$ cat src/rtl/asi_rmem_pkg.sv
// asi_pkg: shared AXI slave burst constants and byte-lane helper
package asi_pkg;

    localparam logic [1:0] BT_FIXED = 2'b00;
    localparam logic [1:0] BT_INCR  = 2'b01;
    localparam logic [1:0] BT_WRAP  = 2'b10;

    localparam int MAX_BYTES = 128;

    // Active lanes of a beat: size-aligned start, 2**size bytes wide
    function automatic logic [MAX_BYTES-1:0] lane_mask(input logic [6:0] addr_lo, input logic [2:0] size);
        logic [7:0] n;
        logic [7:0] lo;
        n = 8'd1 << size;
        lo = {1'b0, addr_lo} & ~(n - 8'd1);
        lane_mask = '0;
        for (int i = 0; i < MAX_BYTES; i++) lane_mask[i] = (8'(i) >= lo) && (8'(i) < lo + n);
    endfunction

endpackage

$ cat src/rtl/asi_rmem_sat_cnt.sv
// asi_sat_cnt: saturating up-counter with synchronous clear
module asi_sat_cnt #(
    parameter int CNT_W = 32
) (
    input  logic             clk,
    input  logic             rst_n,
    input  logic             clr,
    input  logic             inc,
    output logic [CNT_W-1:0] cnt
);

    always_ff @(posedge clk)
        if (!rst_n || clr) cnt <= '0;
        else if (inc && cnt != '1) cnt <= cnt + 1'b1;

endmodule

$ cat src/rtl/asi_rmem.sv
// asi_rmem: SRAM read adapter for the AXI slave read path, fixed SLV_WS latency,
// range check, byte-lane masking and saturating traffic counters.
module asi_rmem
    import asi_pkg::*;
#(
    parameter int                AXI_DW    = 128,
    parameter int                AXI_AW    = 40,
    parameter int                AXI_SW    = 3,
    parameter int                SLV_WS    = 2,
    parameter int                MEM_AW    = 10,
    parameter logic [AXI_AW-1:0] BASE_ADDR = '0,
    parameter int                CNT_W     = 32
) (
    input  logic              usr_clk,
    input  logic              usr_reset_n,
    input  logic [AXI_AW-1:0] m_raddr,
    input  logic              m_re,
    input  logic [AXI_SW-1:0] m_rsize,
    input  logic              m_rlast,
    output logic [AXI_DW-1:0] m_rdata,
    output logic              m_rvalid,
    output logic              m_rslverr,
    output logic              mem_ce,
    output logic [MEM_AW-1:0] mem_addr,
    input  logic [AXI_DW-1:0] mem_rdata,
    input  logic              cnt_clr,
    output logic [CNT_W-1:0]  cnt_beats,
    output logic [CNT_W-1:0]  cnt_bursts,
    output logic [CNT_W-1:0]  cnt_errs
);

    localparam int SLV_BYTES = AXI_DW / 8;
    localparam int LANE_W    = $clog2(SLV_BYTES);
    localparam logic [AXI_AW:0] WIN_LO = {1'b0, BASE_ADDR};
    localparam logic [AXI_AW:0] WIN_HI = WIN_LO + ((AXI_AW + 1)'(SLV_BYTES) << MEM_AW);

    typedef struct packed {
        logic              v;
        logic              e;
        logic              l;
        logic [AXI_DW-1:0] d;
    } beat_t;

    if (SLV_WS < 1) begin : g_bad_ws
        $fatal(1, "asi_rmem: SLV_WS must be >= 1");
    end

    logic                 err;
    logic [AXI_AW-1:0]    off;
    logic [SLV_BYTES-1:0] mask;
    logic                 s1_v, s1_e, s1_l;
    logic [SLV_BYTES-1:0] s1_mask;
    logic [AXI_DW-1:0]    bmask;
    beat_t                st [SLV_WS];
    beat_t                out;

    // Compare one bit wider than the address so the window end cannot overflow
    assign err      = (m_rsize > AXI_SW'(LANE_W)) || ({1'b0, m_raddr} < WIN_LO) || ({1'b0, m_raddr} >= WIN_HI);
    assign off      = m_raddr - BASE_ADDR;
    assign mem_ce   = m_re & ~err;
    assign mem_addr = MEM_AW'(off >> LANE_W);
    assign mask     = err ? '0 : SLV_BYTES'(lane_mask(7'(m_raddr[LANE_W-1:0]), 3'(m_rsize)));

    always_ff @(posedge usr_clk)
        if (!usr_reset_n) begin
            s1_v    <= 1'b0;
            s1_e    <= 1'b0;
            s1_l    <= 1'b0;
            s1_mask <= '0;
        end else begin
            s1_v    <= m_re;
            s1_e    <= m_re & err;
            s1_l    <= m_re & m_rlast;
            s1_mask <= mask;
        end

    always_comb begin
        bmask = '0;
        for (int b = 0; b < SLV_BYTES; b++) bmask[b*8 +: 8] = {8{s1_mask[b]}};
    end

    assign st[0] = {s1_v, s1_e, s1_l, mem_rdata & bmask};

    for (genvar k = 1; k < SLV_WS; k++) begin : g_dly
        beat_t r;
        always_ff @(posedge usr_clk) r <= usr_reset_n ? st[k-1] : '0;
        assign st[k] = r;
    end

    assign out       = st[SLV_WS-1];
    assign m_rvalid  = out.v;
    assign m_rslverr = out.e;
    assign m_rdata   = out.v ? out.d : '0;

    asi_sat_cnt #(.CNT_W(CNT_W)) u_cnt_beats (
        .clk(usr_clk), .rst_n(usr_reset_n), .clr(cnt_clr), .inc(out.v), .cnt(cnt_beats)
    );
    asi_sat_cnt #(.CNT_W(CNT_W)) u_cnt_bursts (
        .clk(usr_clk), .rst_n(usr_reset_n), .clr(cnt_clr), .inc(out.v & out.l), .cnt(cnt_bursts)
    );
    asi_sat_cnt #(.CNT_W(CNT_W)) u_cnt_errs (
        .clk(usr_clk), .rst_n(usr_reset_n), .clr(cnt_clr), .inc(out.v & out.e), .cnt(cnt_errs)
    );

endmodule

$ cat config.mk
export PLATFORM = sky130hd
export DESIGN_NAME = asi_rmem
export DESIGN_NICKNAME = d
export VERILOG_FILES = /design/src/rtl/asi_rmem_pkg.sv /design/src/rtl/asi_rmem_sat_cnt.sv /design/src/rtl/asi_rmem.sv
export SDC_FILE = /design/constraint.sdc
export NUM_CORES = 1
export LEC_CHECK = 0
export CAP_MARGIN = 20
export CORE_MARGIN = 10
export CORE_UTILIZATION = 35
export DETAILED_ROUTE_END_ITERATION = 12
export MAX_ROUTING_LAYER = met4
export PLACE_DENSITY = 0.75
export SYNTH_ARGS = -nofsm -noshare
export SYNTH_HDL_FRONTEND = slang
export SYNTH_SLANG_ARGS = --single-unit
$ cat constraint.sdc
create_clock -name usr_clk -period 6.7 [get_ports usr_clk]
set_input_delay 0.67 -clock usr_clk [delete_from_list [all_inputs] [get_ports usr_clk]]
set_output_delay 0.67 -clock usr_clk [all_outputs]
set_load 0.1 [all_outputs]
==> summary.md <==
| Metric | Value |
|---|---|
| Clock root buffer | `clkbuf_16` |
| 1st-iter DRT viols | `688` |
| Arr. time, crit path | `3.48 ns` |
| Boundary Pins | `413` |
| Reg2Reg Launch Point | `m_rvalid$_SDFF_PN0_` |
| Final hold violation count | `0` |
| Post-CTS Setup Bufs | `0` |
| DR vias | `9958` |
| CP startpoint | `m_rsize[1]` |
| Placed cell count | `1846` |
| Status | `complete, no violations` |
| Placed inst area | `14400 um^2` |
| Most frequent cell after synthesis | `dfxtp_1` |
| Final setup violation count | `0` |
| Part of the cycle the worst path needs | `61.9%` |
| Proportion of layout cells with a drive suffix above 1 | `5.36%` |
| Number of buffers added on ports | `392` |
| Dpl hpwl | `29300 um` |
| Vias/cell | `5.23` |
| Crit. End Element | `primary output` |
| # DRC | `0` |
| RSZ-0062 raised after global routing | `false` |
| Syn nets | `1313` |
| Mapped Area | `10200 um^2` |
| EDFF count, synth | `0` |
| DRT Pass-1 Iters | `5` |
| Routability congestion estimate | `0.855` |
| Die W | `191 um` |
| Maximum vdd drop | `223 uV` |
| Routed WL per cell | `20.4 um` |
| Worst slew margin | `22.8%` |
| Hold Startpoint | `s1_v$_SDFF_PN0_` |
| Main synth FF type | `dfxtp_1` |
| Hold buffers post-CTS | `0` |
| Most frequent CP cell | `clkdlybuf4s50_1` |
| Vias in the first global route | `9724` |
| Cell taking the most area after synthesis | `dfxtp_1` |
| Initial Util | `35.5%` |
| Die height | `191 um` |
| Post-Route Setup TNS | `0 ns` |
| GR Util All Layers | `20.7%` |
| CP Launch Type | `input pin` |
| Lkg Pwr | `5.74 nW` |
| Int Power | `2.47 mW` |
| Clk_lat worst skew | `0.54 ns` |
| WP data required | `6.03 ns` |
| Final std cells w/o fill | `1903` |
| Core area | `28800 um^2` |
| Post-Synthesis Cells | `1132` |
| FF+latch count, synth | `246` |
| CTS Buf Count | `28` |
| Rows | `62` |
| Finished Core Util | `53.3%` |
| Synth area leaders | `dfxtp_1 (48%), and2_1 (8.5%), and3_1 (8.3%), a21oi_1 (2.8%), xnor2_1 (2.4%)` |
| Finished Cell Area | `15300 um^2` |
| Crit-path cells | `clkdlybuf4s50_1, o21ai_0, nand4_1, nor2_1, and2_1, clkdlybuf4s50_1` |
| Highest clock rate | `0.241 GHz` |
| MaxCap Viol Count | `0` |
| Clock share of power | `48.7%` |
| Slew Viols, Final | `0` |
| Slowest cell on crit path | `clkdlybuf4s50_1` |
| Critical path buffer and inverter count | `2` |
| # clock sinks | `246` |
| Die area | `36400 um^2` |
| Nets | `1673` |
| Psw | `0.701 mW` |
| Initial antenna violation count | `6` |
| CTS max path bufs | `3` |
| Fin crit period | `4.15 ns` |
| Commonest cells post-synth | `dfxtp_1 (246), and2_1 (139), and3_1 (136)` |
| Gr ovfl total | `0` |
| Post-CTS Resized | `0` |
| First-pass GRT wire length | `57600 um` |
| CTS tree | `yes` |
| P&R area growth vs syn | `50.2%` |
| Pwr Density | `207 nW/um^2` |
| Top-area cell type share of the netlist area | `48.2%` |
| Kind of critical path | `in2out` |
| Sw frac | `22.1%` |
| Asr flop ratio synth | `0%` |
| Htree depth | `1` |
| YS warnings | `0` |
| Logic gate share of total power | `5.1%` |
| HP Class | `reg2reg` |
| Final wirelength | `38700 um` |
| ANT nets after route | `0` |
| CTS clk-pin slew, worst paths | `0.06 ns` |
| Synth cell types | `57` |
| Crit path max-delay family | `buffers and inverters` |
| Sequential Power Share | `46.3%` |
| Critical path's largest stage delay | `1.14 ns` |
| Register area share after synthesis | `48.2%` |
| Pin count of the biggest net entering global routing | `126` |
| Crit path max fanout | `15` |
| Least-Margin Pin Slew | `1.15 ns` |
| Worst Skew | `0.0140 ns` |
| Synthesized area per cell | `9.02 um^2` |
registers in the layout, summed over array words and instances (netlist names):
register,count
m_rslverr,1
u_cnt_bursts.cnt,32
s1_e,1
s1_mask,16
s1_v,1
g_dly.r,129
u_cnt_errs.cnt,32
s1_l,1
m_rvalid,1
u_cnt_beats.cnt,32
power by group through the flow:
| stage | Clock, mW | Combinational [mW] | Sequential (mW) |
|---|---|---|---|
| finish | 1.54 | 0.161 | 1.47 |
| global route | 1.64 | 0.173 | 1.47 |
| CTS | 1.58 | 0.161 | 1.47 |
| detailed placement | 0 | 0.160 | 1.50 |
| global placement | 0 | 0.159 | 1.50 |
| floorplan | 0 | 0.0746 | 1.50 |
layout make-up:
class                      instances  area (um^2)
clock inverter                    13          149
antenna                            7         17.5
sequential                       246         4930
tap                              384          480
clock buffer                      37          795
fill                            2590        13400
multi-input combinational        797         4920
timing repair buffer             400         3980
inverter                          19         71.3
path summary, 6_finish.rpt:
kind,to,slack (ns),depth (start not counted)
min reg2reg,m_rvalid$_SDFF_PN0_,0.44,1
max reg2reg,u_cnt_bursts.cnt[28]$_SDFFE_PP0P_,3.52,6
min,m_rvalid$_SDFF_PN0_,0.44,1
max,mem_ce,2.55,6
cells by family after synthesis:
family                     Yosys count  share of synthesized area (%)
DFF                                246                           48.2
muxes                                6                          0.588
and+or+nand+nor                    590                           33.8
AOI/OAI and AO/OA                  167                           10.5
buffers and inverters               89                           3.70
xor gates and xnor gates            29                           2.49
adders and majority gates            5                          0.686
metal layers:
layer | part of all wire, % | vias up | track usage [%]
li1 | - | 4784 | -
met1 | 38 | 4706 | 22.3
met2 | 49 | 414 | 34.0
met3 | 11 | 54 | 8.89
met4 | 2.4 | 0 | 5.81
met5 | 0 | - | -
through the flow:
| step | hold slack, ns | setup slack [ns] | power [mW] |
|---|---|---|---|
| 2_1_floorplan | 0.412 | 3.46 | 1.58 |
| 3_3_place_gp | 0.418 | 2.66 | 1.66 |
| 3_5_place_dp | 0.434 | 2.63 | 1.66 |
| 4_1_cts | 0.450 | 2.59 | 3.21 |
| 5_1_grt | 0.477 | 2.45 | 3.28 |
| 6_report | 0.444 | 2.55 | 3.17 |
layout by cell type (no fill, tap or decap), drive strengths merged, types with 7 or more instances in the layout:
cell type	instances
clkdlybuf4s50	390
dfxtp	246
and2	139
and3	136
a21oi	57
nand2	56
nor2	53
clkbuf	37
nand3	35
nand4	34
o21ai	30
or3	29
xnor2	28
or4	27
nor4	23
o31ai	20
inv	19
nor3	15
a211oi	13
nand2b	11
or2	10
buf	10
o21a	8
and4	8
diode	7
Note: power is estimated with default switching activity, not from simulation.
